<file path="src/rtl/an_code_pkg.sv">
// Shared constants and FSM state type for the AN (A = 83) code path.
// The SEC location decoder imports the same constants.
package an_code_pkg;

    localparam int unsigned AN_A   = 83;
    localparam int unsigned R_W    = 7;
    localparam int unsigned DATA_W = 28;
    localparam int unsigned CW_W   = 35;

    typedef enum logic [1:0] {
        IDLE,
        RUN,
        DONE
    } state_t;

endpackage

</file>
<file path="src/rtl/an_mod_step.sv">
// One MSB-first residue step: (2*acc + b) mod AN_A, purely combinational.
// With acc < AN_A the sum is below 2*AN_A, so one conditional subtract suffices.
module an_mod_step #(
    parameter int unsigned AN_A = 83,
    parameter int unsigned R_W  = 7
) (
    input  logic [R_W-1:0] acc,
    input  logic           b,
    output logic [R_W-1:0] nxt
);

    localparam logic [R_W:0] A_T = (R_W+1)'(AN_A);

    logic [R_W:0] t;
    logic [R_W:0] t_sub;

    always_comb begin
        t     = {acc, b};
        t_sub = t - A_T;
        if (t >= A_T) begin
            nxt = t_sub[R_W-1:0];
        end else begin
            nxt = t[R_W-1:0];
        end
    end

endmodule

</file>
<file path="src/rtl/an_residue_serial.sv">
// Bit-serial residue generator: r = y mod AN_A, one codeword bit per cycle,
// MSB first. The codeword is rotated back into place and presented with r.
module an_residue_serial #(
    parameter int unsigned CW_W = an_code_pkg::CW_W,
    parameter int unsigned AN_A = an_code_pkg::AN_A,
    parameter int unsigned R_W  = an_code_pkg::R_W
) (
    input  logic            clk,
    input  logic            rst,
    input  logic            in_valid,
    output logic            in_ready,
    input  logic [CW_W-1:0] in_cw,
    output logic            out_valid,
    input  logic            out_ready,
    output logic [R_W-1:0]  out_r,
    output logic            out_zero,
    output logic [CW_W-1:0] out_cw
);

    import an_code_pkg::*;

    localparam int unsigned CNT_W = $clog2(CW_W);

    state_t            state;
    state_t            state_nxt;
    logic [CW_W-1:0]   sh;
    logic [R_W-1:0]    acc;
    logic [R_W-1:0]    acc_nxt;
    logic              zero;
    logic [CNT_W-1:0]  cnt;

    an_mod_step #(
        .AN_A (AN_A),
        .R_W  (R_W)
    ) u_step (
        .acc (acc),
        .b   (sh[CW_W-1]),
        .nxt (acc_nxt)
    );

    always_ff @(posedge clk or posedge rst) begin
        if (rst) begin
            state <= IDLE;
        end else begin
            state <= state_nxt;
        end
    end

    always_comb begin
        state_nxt = state;
        unique case (state)
            IDLE: if (in_valid)    state_nxt = RUN;
            RUN:  if (cnt == '0)   state_nxt = DONE;
            DONE: if (out_ready)   state_nxt = IDLE;
            default:               state_nxt = IDLE;
        endcase
    end

    always_comb begin
        in_ready  = (state == IDLE);
        out_valid = (state == DONE);
    end

    // Full rotation over CW_W cycles leaves sh holding the original codeword.
    always_ff @(posedge clk or posedge rst) begin
        if (rst) begin
            sh   <= '0;
            acc  <= '0;
            zero <= 1'b1;
            cnt  <= '0;
        end else begin
            case (state)
                IDLE: begin
                    if (in_valid) begin
                        sh   <= in_cw;
                        acc  <= '0;
                        zero <= 1'b1;
                        cnt  <= CNT_W'(CW_W - 1);
                    end
                end
                RUN: begin
                    sh   <= {sh[CW_W-2:0], sh[CW_W-1]};
                    acc  <= acc_nxt;
                    zero <= (acc_nxt == '0);
                    if (cnt != '0) begin
                        cnt <= cnt - CNT_W'(1);
                    end
                end
                default: ;
            endcase
        end
    end

    assign out_r    = acc;
    assign out_zero = zero;
    assign out_cw   = sh;

endmodule

</file>
<file path="config.mk">
export PLATFORM = sky130hd
export DESIGN_NAME = an_residue_serial
export DESIGN_NICKNAME = d
export VERILOG_FILES = /design/src/rtl/an_code_pkg.sv /design/src/rtl/an_mod_step.sv /design/src/rtl/an_residue_serial.sv
export SDC_FILE = /design/constraint.sdc
export NUM_CORES = 1
export LEC_CHECK = 0
export BUFFER_PORTS_ARGS = -buffer_cell sky130_fd_sc_hd__buf_4
export CAP_MARGIN = 20
export CORE_UTILIZATION = 40
export DETAILED_ROUTE_END_ITERATION = 12
export PLACE_DENSITY = 0.74
export SLEW_MARGIN = 30
export SYNTH_ARGS = -nofsm -noshare
export SYNTH_HDL_FRONTEND = slang
export SYNTH_SLANG_ARGS = --single-unit
</file>
<file path="constraint.sdc">
create_clock -name clk -period 2.3 [get_ports clk]
set_input_delay 0.69 -clock clk [delete_from_list [all_inputs] [get_ports clk]]
set_output_delay 0.69 -clock clk [all_outputs]
set_load 0.02 [all_outputs]
</file>
==> flow_summary.json <==
{
  "setup_viol": 0,
  "die_h_um": 83.5,
  "numPortBuffers": 83,
  "r2r_start": "out_r[0]",
  "drv_slew": 0,
  "viasPerCell": 5.35,
  "p_per_area_nw_per_um2": 1350,
  "startpoint_type": "register",
  "cts.sinks": 51,
  "coreArea_um2": 6390,
  "tightest_slew_ps": 566,
  "clk_path_buf_depth": 2,
  "worstRegToRegCells": 6,
  "worstSetupEndpointType": "register",
  "syn-num-nets": 311,
  "period_share_pct": 92.8,
  "cts_hold_buf": 0,
  "cts_tree": "yes",
  "start_util_pct": 41.6,
  "startpoint": "out_r[0]",
  "r2r-end": "out_zero",
  "cp-endpoint": "out_zero",
  "cts_resized": 0,
  "max_stage_delay_ps": 480,
  "synth_edf_count": 0,
  "ctsRootBufferMaster": "clkbuf_8",
  "antenna_found_initial": 0,
  "grt_overflow": 0,
  "via_count": 2261,
  "skew_ps": 7.69,
  "grt_pass1_wl_mm": 10.2,
  "power_leakage_nw": 1.61,
  "ir_worst_vdd_mv": 0.704,
  "rsz0062_at_grt": "false",
  "cts_max_level": 2,
  "drive_above_1_share_pct": 31.5,
  "dp_hpwl_mm": 4.35,
  "yosys_warnings": 0,
  "critPathRequiredTime_ps": 2540,
  "place_congestion": 0.867,
  "yosysSeqAreaShare_pct": 48.1,
  "routed_wl_mm": 6.08,
  "nNetsFinal": 387,
  "async_reset_ff_share_pct": 100,
  "final_common_cell": "buf_4",
  "fin_cells": 423,
  "io_pins": 84,
  "layout_common_cells": "88 x buf_4, 50 x dfrtp_1, 43 x nand2_1",
  "die_area_um2": 6960,
  "max_freq_mhz": 469,
  "min_period_ps": 2130,
  "max_cap_viol_count": 0,
  "ys_seq_elements": 51,
  "finalSetupTns_ps": 0,
  "fp-row-count": 29,
  "dp.cells": 415,
  "clk_latency_ps": 300,
  "synthCells": 269,
  "synth-main-ff-cell": "dfrtp_1",
  "path_cells": "ha_1, nor3_1, mux2i_1, a21oi_1, a2111oi_0, a31o_1",
  "postCtsSetupRepairBufs": 0,
  "hp-class": "in2async",
  "synthDistinctLibCells": 45,
  "area_delta_synth_final_pct": 31.4,
  "grt_pass1_vias": 2210,
  "finalHoldViolations": 0,
  "cts_buffers": 5,
  "num_antenna_cells": 0,
  "crit_fanout": 7,
  "slowest_stage": "a2111oi_0",
  "die_w_um": 83.5,
  "drcViolationCount": 0,
  "wl_per_cell_um": 14.4,
  "relSlewSlack_pct": 62.2,
  "clkTransAtPathRegs_ps": 90,
  "grt_usage_pct": 17.9,
  "hold_ws_ps": 423,
  "critPathKind": "reg2reg",
  "drtIter0Drc": 115,
  "n_fill_cell": 587,
  "arrival_ps": 2370,
  "status": "completed",
  "synth.cell_area_um2": 2650,
  "grt_max_degree": 32,
  "syn_area_per_cell_um2": 9.87,
  "rrSetupSlack_ps": 170,
  "dr.pass1.iters": 4,
  "antenna_left": 0
}
[synth_stat cells (2+ instances only)]
master	instances	area share [%]
a21oi_1	7	1.3
buf_4	2	0.57
mux2i_1	38	14
nor2_1	12	1.7
o21ai_0	39	7.4
nor3_1	2	0.38
inv_1	4	0.57
nand2_1	43	6.1
nand2b_1	3	0.71
o211ai_1	2	0.57
nor2b_1	4	0.94
or3_1	2	0.47
dfrtp_1	50	47
o21bai_1	2	0.57
buf_2	8	1.5
xnor2_1	3	0.99
o22ai_1	4	0.94
ha_1	3	1.4
xor2_1	4	1.3
clkbuf_1	10	1.4
a21o_1	2	0.57
a2111oi_0	2	0.66
[cell families (layout without fill, tap and decap cells)]
family                     Yosys count  count (layout)  synth area share, %
and+or+nand+nor                     74              74                 12.4
AOI/OAI and AO/OA                   71              71                 16.9
DFF                                 51              51                 48.1
muxes                               38              38                 14.3
buffers and inverters               25             102                 4.48
xor gates and xnor gates             7               7                 2.31
adders and majority gates            3               3                 1.41
[metal layers]
| layer | track usage (%) | vias to the layer above | share of wire, % |
|---|---|---|---|
| met1 | 23.1 | 1090 | 45 |
| met2 | 28.5 | 75 | 46 |
| met3 | 5.74 | 8 | 7.1 |
| li1 | - | 1088 | - |
| met5 | 0 | - | 0 |
| met4 | 6.32 | 0 | 1.7 |
[worst min-delay path by stage]
stage | endpoint | startpoint | cells past startpoint
2_1_floorplan | cnt[2] | cnt[2] | 2
3_3_place_gp | out_cw[25] | out_cw[24] | 2
3_5_place_dp | out_cw[26] | out_cw[25] | 2
4_1_cts | out_cw[4] | rst | 2
5_1_grt | out_cw[15] | rst | 2
6_report | out_cw[15] | rst | 2
[area by class of cell]
cell class	count	area [um^2]	area share [%]
flip-flops and latches	51	1280	36.6
multi-input cells	193	1270	36.3
repair buffers	90	701	20.1
well taps	77	96.3	2.76
clock buffers	6	72.6	2.08
clock inverters	2	60.1	1.72
inverters	4	15.0	0.430
[where the power goes]
group          switching, W  internal [W]  total [W]  leakage (nW)
Sequential         0.000404       0.00123    0.00164         0.652
Clock              0.000289      0.000435   0.000724        0.0654
Combinational       0.00127       0.00107    0.00234         0.896
[through the flow]
stage          total power [W]  worst slack [ps]  instance area, um^2  util [%]
6_report               0.00470               166                 3490      54.6
3_3_place_gp           0.00394               330                 3360      52.5
5_1_grt                0.00506              21.3                 3490      54.6
3_5_place_dp           0.00400               181                 3360      52.5
2_1_floorplan          0.00320               281                 2650         -
4_1_cts                0.00475               150                 3490      54.6
[critical path, delay by kind of cell (launching register included)]
family / cells / cell delay, ps
mux: 1 / 230
flops: 1 / 460
fa+ha+maj: 1 / 290
simple gates: 1 / 320
compound gates: 3 / 770
[flip-flops by register name (all words and copies together), names as in the netlist]
name and flops:
out_zero 1, state 2, out_r 7, cnt 6, out_cw 35
No activity file was read; power rests on OpenSTA's default activity.
